### src/rtl/tlul_host_seq_pkg.sv
// Shared types for the TL-UL host sequencer: sequence entries, error codes, FSM states
// and the minimal TL-UL channel structs used by the RoT simulation top.
package tlul_host_seq_pkg;

    typedef struct packed {
        logic        write;
        logic [31:0] addr;
        logic [31:0] data;
        logic [31:0] exp;
        logic [31:0] mask;
    } seq_op_t;

    typedef enum logic [1:0] {ErrNone, ErrDErr, ErrMismatch, ErrTimeout} err_code_e;

    typedef enum logic [2:0] {StIdle, StDelay, StReq, StRsp, StDone, StErr} state_e;

    localparam logic [2:0]  PutFullData        = 3'h0;
    localparam logic [2:0]  Get                = 3'h4;
    localparam logic [13:0] TL_A_USER_DEFAULT  = 14'h0240;

    typedef struct packed {
        logic        a_valid;
        logic [2:0]  a_opcode;
        logic [2:0]  a_param;
        logic [1:0]  a_size;
        logic [7:0]  a_source;
        logic [31:0] a_address;
        logic [3:0]  a_mask;
        logic [31:0] a_data;
        logic [13:0] a_user;
        logic        d_ready;
    } tl_h2d_t;

    typedef struct packed {
        logic        d_valid;
        logic [2:0]  d_opcode;
        logic [2:0]  d_param;
        logic [1:0]  d_size;
        logic [7:0]  d_source;
        logic        d_sink;
        logic [31:0] d_data;
        logic [6:0]  d_user;
        logic        d_error;
        logic        a_ready;
    } tl_d2h_t;

    localparam tl_h2d_t TL_H2D_DEFAULT = '{a_user: TL_A_USER_DEFAULT, default: '0};

endpackage

### src/rtl/tlul_host_seq.sv
// TL-UL host sequencer: after a start delay, issues a table of writes and checked reads,
// one outstanding at a time, and reports done/error with the failing index.
module tlul_host_seq
    import tlul_host_seq_pkg::*;
#(
    parameter int unsigned NumOps        = 4,
    parameter int unsigned DelayW        = 12,
    parameter int unsigned TimeoutCycles = 256,
    parameter int unsigned IdxW          = (NumOps > 1) ? $clog2(NumOps) : 1
) (
    input  logic                   clk_i,
    input  logic                   rst_ni,
    input  logic                   start_i,
    input  logic [DelayW-1:0]      delay_i,
    input  seq_op_t [NumOps-1:0]   ops_i,
    output tl_h2d_t                tl_o,
    input  tl_d2h_t                tl_i,
    output logic                   busy_o,
    output logic                   done_o,
    output logic                   err_o,
    output logic [IdxW-1:0]        err_idx_o,
    output logic [1:0]             err_code_o,
    output logic [31:0]            rdata_o
);

    localparam int unsigned     TmoW    = $clog2(TimeoutCycles);
    localparam logic [TmoW-1:0] TmoLast = TmoW'(TimeoutCycles - 1);
    localparam logic [IdxW-1:0] LastIdx = IdxW'(NumOps - 1);

    state_e            state_q;
    logic [DelayW-1:0] dly_q;
    logic [TmoW-1:0]   tmo_q;
    logic [IdxW-1:0]   idx_q;
    logic [IdxW-1:0]   idx_nxt;
    seq_op_t           cur_op;
    logic              fail;
    err_code_e         fail_code;

    function automatic tl_h2d_t req_for(seq_op_t op, logic [IdxW-1:0] idx);
        tl_h2d_t req;
        req           = TL_H2D_DEFAULT;
        req.a_valid   = 1'b1;
        req.a_opcode  = op.write ? PutFullData : Get;
        req.a_size    = 2'd2;
        req.a_mask    = 4'hF;
        req.a_source  = 8'(idx);
        req.a_address = op.addr;
        req.a_data    = op.write ? op.data : 32'h0;
        return req;
    endfunction

    assign idx_nxt = idx_q + IdxW'(1);
    assign cur_op  = ops_i[idx_q];

    // A handshake and d_valid take priority over a timeout landing in the same cycle.
    always_comb begin
        fail      = 1'b0;
        fail_code = ErrNone;
        if (state_q == StReq) begin
            if (!tl_i.a_ready && tmo_q == TmoLast) begin
                fail      = 1'b1;
                fail_code = ErrTimeout;
            end
        end else if (state_q == StRsp) begin
            if (tl_i.d_valid) begin
                if (tl_i.d_error) begin
                    fail      = 1'b1;
                    fail_code = ErrDErr;
                end else if (!cur_op.write &&
                             ((tl_i.d_data & cur_op.mask) != (cur_op.exp & cur_op.mask))) begin
                    fail      = 1'b1;
                    fail_code = ErrMismatch;
                end
            end else if (tmo_q == TmoLast) begin
                fail      = 1'b1;
                fail_code = ErrTimeout;
            end
        end
    end

    always_ff @(posedge clk_i or negedge rst_ni) begin
        if (!rst_ni) begin
            state_q    <= StIdle;
            tl_o       <= TL_H2D_DEFAULT;
            dly_q      <= '0;
            tmo_q      <= '0;
            idx_q      <= '0;
            busy_o     <= 1'b0;
            done_o     <= 1'b0;
            err_o      <= 1'b0;
            err_idx_o  <= '0;
            err_code_o <= ErrNone;
            rdata_o    <= '0;
        end else if (fail) begin
            // ERR keeps d_ready high so a late response is drained.
            state_q      <= StErr;
            tl_o.a_valid <= 1'b0;
            tl_o.d_ready <= 1'b1;
            busy_o       <= 1'b0;
            err_o        <= 1'b1;
            err_code_o   <= fail_code;
            err_idx_o    <= idx_q;
        end else begin
            unique case (state_q)
                StIdle, StDone, StErr: begin
                    if (start_i) begin
                        state_q    <= StDelay;
                        tl_o       <= TL_H2D_DEFAULT;
                        busy_o     <= 1'b1;
                        done_o     <= 1'b0;
                        err_o      <= 1'b0;
                        err_code_o <= ErrNone;
                        err_idx_o  <= '0;
                        dly_q      <= '0;
                        idx_q      <= '0;
                    end
                end
                StDelay: begin
                    if (dly_q == delay_i) begin
                        state_q <= StReq;
                        tl_o    <= req_for(cur_op, idx_q);
                        tmo_q   <= '0;
                    end else if (dly_q != '1) begin
                        dly_q <= dly_q + DelayW'(1);
                    end
                end
                StReq: begin
                    if (tl_i.a_ready) begin
                        state_q      <= StRsp;
                        tl_o.a_valid <= 1'b0;
                        tl_o.d_ready <= 1'b1;
                        tmo_q        <= '0;
                    end else begin
                        tmo_q <= tmo_q + TmoW'(1);
                    end
                end
                StRsp: begin
                    if (tl_i.d_valid) begin
                        if (!cur_op.write) begin
                            rdata_o <= tl_i.d_data;
                        end
                        if (idx_q == LastIdx) begin
                            state_q      <= StDone;
                            tl_o.d_ready <= 1'b0;
                            busy_o       <= 1'b0;
                            done_o       <= 1'b1;
                        end else begin
                            state_q <= StReq;
                            idx_q   <= idx_nxt;
                            tl_o    <= req_for(ops_i[idx_nxt], idx_nxt);
                            tmo_q   <= '0;
                        end
                    end else begin
                        tmo_q <= tmo_q + TmoW'(1);
                    end
                end
                default: state_q <= StIdle;
            endcase
        end
    end

endmodule

### config.mk
export PLATFORM = sky130hd
export DESIGN_NAME = tlul_host_seq
export DESIGN_NICKNAME = d
export VERILOG_FILES = /design/src/rtl/tlul_host_seq_pkg.sv /design/src/rtl/tlul_host_seq.sv
export SDC_FILE = /design/constraint.sdc
export NUM_CORES = 1
export LEC_CHECK = 0
export CAP_MARGIN = 15
export CORE_AREA = 4 4 278 280
export CTS_BUF_LIST = sky130_fd_sc_hd__clkbuf_16
export DETAILED_ROUTE_END_ITERATION = 8
export DIE_AREA = 0 0 282 284
export PLACE_DENSITY = 0.41
export SYNTH_ARGS = -nofsm -noshare
export SYNTH_HDL_FRONTEND = slang
export SYNTH_SLANG_ARGS = --single-unit
### constraint.sdc
create_clock -name clk_i -period 4.1 [get_ports clk_i]
set_input_delay 0.82 -clock clk_i [delete_from_list [all_inputs] [get_ports clk_i]]
set_output_delay 0.82 -clock clk_i [all_outputs]
set_load 0.005 [all_outputs]
==> results of run 1 <==
==> worst max path at each step <==
stage | start | end | slack, ps | cells after the start
3_5_place_dp | tl_i[10] | tl_o[33]$_DFFE_PN0P_ | -30 | 9
5_1_grt | tl_i[17] | rdata_o[8]$_DFFE_PN0P_ | 320 | 10
4_1_cts | tl_i[10] | tl_o[33]$_DFFE_PN0P_ | 500 | 9
6_report | tl_i[10] | rdata_o[8]$_DFFE_PN0P_ | 450 | 10
3_3_place_gp | tl_i[10] | tl_o[41]$_DFFE_PN0P_ | 20 | 9
2_1_floorplan | tl_i[12] | rdata_o[10]$_DFFE_PN0P_ | 1250 | 11
==> power by group through the flow <==
stage | Sequential [mW] | Clock (mW) | Combinational (mW)
3_5_place_dp | 1.85 | 0 | 2.63
3_3_place_gp | 1.84 | 0 | 2.63
2_1_floorplan | 1.84 | 0 | 0.986
5_1_grt | 1.87 | 1.77 | 2.79
6_report | 1.82 | 1.63 | 2.58
4_1_cts | 1.83 | 1.73 | 2.64
==> cell families after synthesis <==
logic type               after synthesis  synth area share
other                                  2         0.0006345
adder cells (fa/ha/maj)                3          0.003172
multiplexers                         237            0.3450
AO/OA/AOI/OAI                        175            0.1103
AND/OR/NAND/NOR                      153           0.06322
XOR/XNOR                             151            0.1117
buffers and inverters                199           0.08266
flip-flops                           134            0.2833
==> cell usage after synthesis, types with 5 or more instances <==
master / number / area share
a21oi_1: 15 / 0.0063
a222oi_1: 5 / 0.0042
a22oi_1: 54 / 0.034
buf_1: 5 / 0.0016
buf_2: 56 / 0.024
buf_4: 31 / 0.020
buf_6: 6 / 0.0057
clkbuf_1: 29 / 0.0092
dfrtp_1: 134 / 0.28
inv_1: 71 / 0.023
mux2_1: 67 / 0.064
mux2i_1: 39 / 0.033
mux4_2: 130 / 0.25
nand2_1: 64 / 0.020
nand3_1: 16 / 0.0068
nand4_1: 15 / 0.0079
nor2_1: 22 / 0.0070
nor3_1: 9 / 0.0038
o22ai_1: 35 / 0.018
o31ai_1: 23 / 0.015
o31ai_2: 12 / 0.013
xnor2_1: 9 / 0.0067
xor2_1: 142 / 0.11
==> critical path: stages <==
cell,delay (ps)
clkdlybuf4s50_1,690
xor2_1,280
a22oi_1,160
a31oi_1,110
a311oi_1,480
o211ai_1,430
nand3_2,190
and3_2,240
buf_12,190
mux2_1,340
==> stage by stage <==
step	hold WS (ps)	worst slack, ps	area, um2	TNS [ps]	instances
3_3_place_gp	462.6	17.03	19610	0	2635
3_5_place_dp	464.9	-30.48	19610	-748.4	2635
6_report	430.0	450.0	20220	0	2677
4_1_cts	453.2	496.4	20200	0	2667
2_1_floorplan	471.6	1249	11930	0	1078
5_1_grt	492.1	322.3	20220	0	2676
==> registers in the layout, indices dropped and copies added (netlist names) <==
name	count
busy_o	1
dly_q	12
done_o	1
err_code_o	2
err_idx_o	2
err_o	1
idx_q	2
rdata_o	32
state_q	3
tl_o	70
tmo_q	8
==> routing by layer <==
| layer | vias to the layer above | part of all wire | GRT usage |
|---|---|---|---|
| li1 | 5168 | - | - |
| met1 | 5529 | 0.39 | 0.1712 |
| met2 | 389 | 0.51 | 0.2538 |
| met3 | 66 | 0.081 | 0.05356 |
| met4 | 22 | 0.015 | 0.04109 |
| met5 | - | 0.0022 | 0 |
==> layout make-up <==
cell class	instances	area, um2	area share
Timing Repair Buffer	715	7141	0.3531
Tap cell	969	1212	0.05996
Multi-Input combinational cell	745	7620	0.3768
Clock buffer	17	425.4	0.02104
Clock inverter	15	166.4	0.008229
Inverter	72	270.3	0.01336
Antenna cell	10	25.02	0.001237
Sequential cell	134	3362	0.1663
==> metrics.csv, run 1 <==
stage;metric;value;unit
timing;period_share;0.8903;
setup_path;crit_fanout;23;
setup_path;reg2reg_from;idx_q[0]$_DFFE_PN0P_;
yosys;syn_inst;1054;
min_path;min_path_type;input port to asynchronous set/reset pin;
power_and_ir_drop;power_frac_seq;0.302;
cts;cts_root_buf;clkbuf_16;
power_and_ir_drop;p_sw;1.982;mW
final_layout;area_delta_synth_final;70.85;%
final_layout;final_cell_mix;clkdlybuf4s50_1, xor2_1, dfrtp_1;
drt;dr_total_vias;11170;
cts;clk_pin_slew;60;ps
cts;ctsHoldBuffers;0;
yosys;synth-seq-cells;134;
drt;drt-total-wl;60.81;mm
timing;min_period;3650;ps
yosys;yosys_warnings;0;
global_route;antenna_found_initial;24;
timing;hold_violations;0;
status;status;finished clean;
yosys;synth.distinct_cells;59;
timing;setup_viol;0;
power_and_ir_drop;combPwrFrac;0.428;
final_layout;layout_commonest_cell;clkdlybuf4s50_1;
power_and_ir_drop;p_int;4.050;mW
power_and_ir_drop;power_density;298.3;mW/mm2
final_layout;fillers;7770;
power_and_ir_drop;leakage;7.804;nW
yosys;ys_async_sr_fraction;1.000;
yosys;synth.cell_area;0.01184;mm2
place;hpwl;50.19;mm
cts;cts_setup_buffers;0;
setup_path;rr_endpoint;rdata_o[8]$_DFFE_PN0P_;
place;finalWeightedCongestion;0.8682;
power_and_ir_drop;switching_share;0.3286;
drt;drtPass1Iterations;4;
setup_path;arrival;3990;ps
drt;viasPerCell;4.174;
cts;cts-buffers-inserted;17;
setup_path;critical_path.endpoint_type;register;
timing;slew_violations;0;
cts;clock_latency;470;ps
cts;htreeDepth;4;
power_and_ir_drop;ir_drop;209.7;uV
timing;skew;19.89;ps
drt;drt_iter0_drc;457;
die;die_h;284;um
die;fp-row-count;100;
setup_path;crit_type;input port to register;
setup_path;r2r_cells;8;
cts;postCtsResizedCells;0;
global_route;grt_util_all_layers;0.1471;
die;pin_count;729;
global_route;grt_overflow;0;
cts;clock-sinks;134;
die;dieArea;0.08009;mm2
global_route;grt_pass1_wl;85.26;mm
setup_path;r2r_slack;780;ps
yosys;synth_edf_count;0;
drt;drtAntennaViolNets;0;
cts;cts_tree;built;
timing;fmax;0.2740;GHz
final_layout;fin_util;0.2716;
power_and_ir_drop;power;6.032;mW
yosys;synth.yosys.seq_area_share;0.2833;
power_and_ir_drop;p_clk_frac;0.270;
yosys;syn_area_per_cell;11.23;um2
timing;timing.slew.headroom;0.3646;
drt;drc;0;
die;die_w;282;um
cts;clock_path_buffers;2;
die;core_area;0.07445;mm2
final_layout;layout.nets;2278;
timing;rsz0062_at_grt;false;
place;port_buffers;678;
die;start_util;0.1590;
setup_path;startpoint_type;input port;
drt;avgRoutedWirePerCell;22.72;um
timing;tightest_slew;953.1;ps
final_layout;drive_above_1_share;0.1343;
setup_path;critPathRequiredTime;4440;ps
global_route;grt_max_degree;110;
global_route;grt_pass1_vias;12110;
yosys;synth_ff_type;dfrtp_1;
flow_run;drv_cap;0;
No activity file was read; power rests on OpenSTA's default activity.
==> run 2, diff against run 1 <==
- CORE_AREA: 4 4 278 280 -> 4 4 280 282
- DIE_AREA: 0 0 282 284 -> 0 0 284 286
- clock period: 4.1 -> 3.4 ns (I/O delays scaled with it)
==> run 2 against run 1 <==
  * Clock skew up 5.8 ps
  * Total power up 21%
  * Highest routed layer unchanged
  * Wire length up 2.4%
==> metrics.csv, run 2 (synthesis results as in run 1) <==
stage;metric;value;unit;change
drt;drt_iter0_drc;499;;+9.2%
cts;cts_root_buf;clkbuf_16;;
die;start_util;0.1564;;-0.002625
drt;drtPass1Iterations;5;;+1
place;finalWeightedCongestion;0.8908;;+2.6%
setup_path;worstPathCellList;clkdlybuf4s50_1 > xor2_1 > a22oi_1 > nand4_1 > nor3_1 > buf_4 > o211ai_1 > a31o_4 > buf_12 > mux2_1;;
drt;drtAntennaViolNets;0;;unchanged
timing;min_period;3253;ps;
setup_path;crit_type;input port to register;;
flow_run;drv_cap;0;;unchanged
timing;timing.slew.headroom;0.4869;;+0.1222
cts;htreeDepth;4;;unchanged
timing;rsz0062_at_grt;false;;
timing;slew_violations;0;;unchanged
global_route;antenna_found_initial;17;;-29%
drt;drc;0;;unchanged
final_layout;largest_reg_flops;70;;unchanged
timing;skew;25.70;ps;+5.809 ps
power_and_ir_drop;p_sw;2.448;mW;+23%
final_layout;area_delta_synth_final;73.96;%;
global_route;grt_max_degree;92;;-16%
die;core_area;0.07570;mm2;+1.7%
final_layout;largest-register;tl_o;;
setup_path;crit_fanout;27;;+17%
drt;drt-total-wl;62.28;mm;+2.4%
min_path;min_path_type;input port to asynchronous set/reset pin;;
cts;clock-sinks;134;;unchanged
die;pin_count;729;;unchanged
cts;clock_path_buffers;2;;unchanged
timing;hold_violations;0;;unchanged
final_layout;drive_above_1_share;0.1567;;+0.02244
setup_path;crit_cells;10;;unchanged
global_route;grt_util_all_layers;0.1491;;+0.001953
power_and_ir_drop;combPwrFrac;0.437;;+0.009
cts;clk_pin_slew;80;ps;+20 ps
setup_path;max_stage_delay;610;ps;-80 ps
timing;fin_tns_setup;0;ps;unchanged
power_and_ir_drop;ir_drop;301.2;uV;+44%
setup_path;critical_path.endpoint_type;register;;
power_and_ir_drop;p_clk_frac;0.261;;-0.009
die;fp-row-count;101;;+1.0%
power_and_ir_drop;power_density;355.7;mW/mm2;+19%
final_layout;final_area;0.02059;mm2;+1.8%
setup_path;critPathRequiredTime;3750;ps;-690 ps
final_layout;layout.nets;2322;;+1.9%
final_layout;layout_commonest_cell;clkdlybuf4s50_1;;
place;dpl-instance-area;0.01998;mm2;+1.9%
global_route;grt_pass1_wl;88.06;mm;+3.3%
final_layout;final_cell_mix;clkdlybuf4s50_1, xor2_1, dfrtp_1;;
timing;setup_viol;0;;unchanged
cts;cts-buffers-inserted;17;;unchanged
timing;period_share;0.9568;;
drt;viasPerCell;4.149;;-0.59%
cts;clock_latency;480;ps;about the same
global_route;grt_overflow;0;;unchanged
cts;postCtsResizedCells;0;;unchanged
die;die_w;284;um;+0.71%
cts;ctsHoldBuffers;0;;unchanged
power_and_ir_drop;p_int;4.876;mW;+20%
cts;cts_setup_buffers;0;;unchanged
setup_path;arrival;3600;ps;-390 ps
place;port_buffers;678;;unchanged
status;status;finished clean;;
power_and_ir_drop;power_frac_seq;0.301;;about the same
final_layout;fin_util;0.2720;;+0.0003910
setup_path;startpoint_type;input port;;
global_route;grt_pass1_vias;12400;;+2.3%
die;die_h;286;um;+0.70%
cts;cts_tree;built;;
die;dieArea;0.08122;mm2;+1.4%
power_and_ir_drop;leakage;8.023;nW;+2.8%
setup_path;r2r_cells;7;;-1
setup_path;crit_buf_inv;3;;+1
setup_path;path_delay_family;buffers and inverters;;
drt;avgRoutedWirePerCell;22.81;um;+0.42%
setup_path;cp_slowest_cell;clkdlybuf4s50_1;;
timing;tightest_slew;769.7;ps;-183.4 ps
timing;fmax;0.3074;GHz;
place;hpwl;52.00;mm;+3.6%
power_and_ir_drop;switching_share;0.3343;;+0.005604
final_layout;top_regs;tl_o (70), rdata_o (32), dly_q (12);;
drt;dr_total_vias;11330;;+1.4%
==> run 2: cell types whose count changed in the layout (fill, tap and decap cells not counted), sizes merged <==
cell      previous run  this run
buf                 38        82
clkinv               5         1
inv                 79        82
clkinvlp             1         3
bufinv               2         1
==> run 2: cell type report <==
class / count / area [um2]
Multi-Input combinational cell: 745 / 7620
Clock buffer: 17 / 425.4
Timing Repair Buffer: 759 / 7508
Tap cell: 978 / 1224
Inverter: 72 / 270.3
Fill cell: 7989 / 55110
Antenna cell: 10 / 25.02
Sequential cell: 134 / 3362
Clock inverter: 15 / 156.4
==> run 2: per-stage QoR <==
step | std cells | hold WS, ps | power [mW] | setup slack (ps)
4_1_cts | 2720 | 201.9 | 7.530 | 89.07
3_5_place_dp | 2688 | 465.6 | 5.501 | -452.2
6_report | 2730 | 190.3 | 7.324 | 146.9
3_3_place_gp | 2688 | 462.3 | 5.481 | -516.0
2_1_floorplan | 1078 | 384.4 | 3.414 | 688.6
5_1_grt | 2727 | 219.6 | 7.806 | 15.48
==> run 2: path summary, 6_finish.rpt <==
kind                                           start                    to  slack [ps]
worst min-delay path                          rst_ni  dly_q[7]$_DFFE_PN0P_         190
worst max-delay path                        tl_i[13]  tl_o[16]$_DFFE_PN0P_         150
worst max register to register  idx_q[0]$_DFFE_PN0P_  tl_o[16]$_DFFE_PN0P_         450
max in group asynchronous                     rst_ni  tl_o[71]$_DFFE_PN0P_        2360
min in group clk_i              tl_o[80]$_DFFE_PN0P_  tl_o[80]$_DFFE_PN0P_         480
worst min register to register  tl_o[80]$_DFFE_PN0P_  tl_o[80]$_DFFE_PN0P_         480
==> run 2: worst reg2reg max path: stages, from the launching register on <==
cell and delay (ps):
dfrtp_4 560, inv_1 470, nor3_1 150, buf_4 170, o211ai_1 470, a31o_4 380
buf_12 250, mux2_1 380
==> run 2: power by group through the flow <==
stage	registers (mW)	clock network [mW]	logic, mW
3_3_place_gp	2.22	0	3.26
6_report	2.21	1.92	3.20
3_5_place_dp	2.24	0	3.26
4_1_cts	2.21	2.04	3.28
5_1_grt	2.26	2.08	3.46
2_1_floorplan	2.22	0	1.19
==> run 2: metal layers <==
metal / global-route usage / part of all wire / vias up
li1: - / - / 5270
met1: 0.1697 / 0.39 / 5562
met2: 0.2582 / 0.50 / 415
met3: 0.06064 / 0.084 / 67
met4: 0.04239 / 0.017 / 14
met5: 0 / 0.0014 / -
==> RTL change, RTL diff (flow settings as in run 2) <==
Change the parameter `DelayW` from 12 to 13.
--- a/src/rtl/tlul_host_seq.sv
+++ b/src/rtl/tlul_host_seq.sv
@@ -5,5 +5,5 @@
 #(
     parameter int unsigned NumOps        = 4,
-    parameter int unsigned DelayW        = 12,
+    parameter int unsigned DelayW        = 13,
     parameter int unsigned TimeoutCycles = 256,
     parameter int unsigned IdxW          = (NumOps > 1) ? $clog2(NumOps) : 1
Interface: changed (resized delay_i); port bits go from 729 to 730. No check against the original RTL was run, so the function may have changed too.
==> RTL change against run 2 <==
  * Final area increased by 4.9%
  * Core utilization up 1.3 points
  * Worst setup slack got worse by 0.12 ns
  * Critical endpoint is now rdata_o[11]$_DFFE_PN0P_
  * Area after synthesis increased by 0.98%
  * Highest routed layer unchanged
  * Combinational power up 63%
  * Sequential cell count up 1
  * Total power rose by 31%
  * Largest power group unchanged
  * Synthesized cell count is 5.9% higher
  * Routed wire length grew 12%
  * Sequential power grew 12%
==> RTL change: results (changes against run 2) <==
.. list-table::
   :header-rows: 1

   * - Metric
     - Value
   * - Clock-pin transition on the worst setup and hold timing paths
     - 0.06 ns (-0.02 ns)
   * - Total Routing Usage GR
     - 16.4% (+1.5 points)
   * - Non-clock buffering overhead
     - 37.5% (+1.1 points)
   * - Maximum number of pins on one net before global-route repair
     - 133 (+45%)
   * - CP peak stage delay
     - 0.45 ns (-0.16 ns)
   * - Number of multi-input combinational cells
     - 796 (+6.8%)
   * - Final worst-path setup slack
     - 0.0223 ns (-0.125 ns)
   * - Registers with the highest flip-flop counts
     - tl_o x70, rdata_o x32, dly_q x13
   * - FF+latch area
     - 3390 µm² (+0.74%)
   * - Post-synthesis sequential area ratio
     - 28.3% (-0.066 points)
   * - Vias per inst
     - 4.27 (+2.8%)
   * - Cell types with the highest counts after synthesis
     - xor2_1 (142), dfrtp_1 (135), mux4_2 (129), mux2_2 (93), nand2_1 (88)
   * - Power spent charging and discharging nets
     - 0.00338 W (+38%)
   * - Clock sinks
     - 135 (+0.75%)
   * - Logic depth of the worst register-to-register path
     - 13 (+6)
   * - Buffers added on ports
     - 679 (+0.15%)
   * - Count of plain and timing-repair buffers in the layout
     - 797 (+5.0%)
   * - Synth unique cells
     - 54 (-8.5%)
   * - Worst hold slack after final layout
     - 0.170 ns (-0.0198 ns)
   * - Area used by multi-input combinational logic
     - 8000 µm² (+5.0%)
   * - Part of the total power dissipated in combinational logic
     - 54.1% (+10 points)
   * - Setup slack after placement
     - -0.771 ns (-0.318 ns)
   * - Average detailed-routed wire length per instance
     - 24.6 µm (+7.9%)
   * - Share of layout cells above drive strength 1
     - 23.3% (+7.6 points)
   * - Worst relative slew slack
     - 32.3% (-16 points)
   * - Routability congestion estimate from global placement
     - 0.868 (-2.6%)
   * - Largest voltage drop on the vdd net
     - 0.302 mV (+0.24%)
   * - Number of antenna violations at the first check in global routing
     - 16 (-1)
   * - Data arrival time of the worst path
     - 3.73 ns (+0.13 ns)
   * - Leading cell types by total area after synthesis
     - dfrtp_1 (28%), mux4_2 (24%), xor2_1 (10%), mux2_2 (8.8%), a22oi_1 (3.0%)
   * - Post-CTS setup buffer count
     - 6 (+6)
   * - Worst reg2reg endpoint
     - rdata_o[11]$_DFFE_PN0P_
   * - Final Instance Area
     - 21600 µm² (+4.9%)
   * - Average cell area after synthesis
     - 10.7 µm² (-4.6%)
   * - Cell Count Post-Placement
     - 2764 (+2.8%)
   * - Part of the total power dissipated in the clock network
     - 20.2% (-5.9 points)
   * - Final worst clock skew
     - 0.0131 ns (-0.0126 ns)
   * - Total number of vias
     - 12100 (+6.4%)
   * - Status
     - finished clean
   * - Layout inverter count without the clock tree
     - 76 (+5.6%)
   * - Crit path launch
     - tl_i[12]
   * - Vias in the first global route
     - 12900 (+3.9%)
   * - Critical path peak fanout
     - 8 (-70%)
   * - Net total in the final layout
     - 2417 (+4.1%)
==> RTL change: changes by cell type after synthesis, moves of 9 or more <==
cell,run 2,this run
a21oi_1,15,50
buf_1,5,15
buf_2,56,18
clkbuf_1,29,66
mux2_1,67,0
mux2_2,1,93
mux2_4,0,9
mux2i_1,39,5
nand2_1,64,88
nand3_1,16,29
o21ai_0,4,14
o31ai_1,23,2
o31ai_2,12,0
==> RTL change: cell families (layout without fill, tap and decap cells) <==
logic type	Yosys count	in the layout	synth area share, %
and+or+nand+nor	195	195	7.45
buffers and inverters	209	905	7.95
muxes	236	236	34.6
DFF	135	135	28.3
xor gates and xnor gates	151	151	11.1
AOI/OAI and AO/OA	185	185	10.3
other	2	36	0.0628
adders and majority gates	3	3	0.314
==> RTL change: per-layer routing <==
layer / part of all wire (%) / track usage, %
met1: 43 / 20.6
met2: 49 / 27.4
met3: 6.2 / 4.57
met4: 1.9 / 4.92
met5: 0.10 / 0
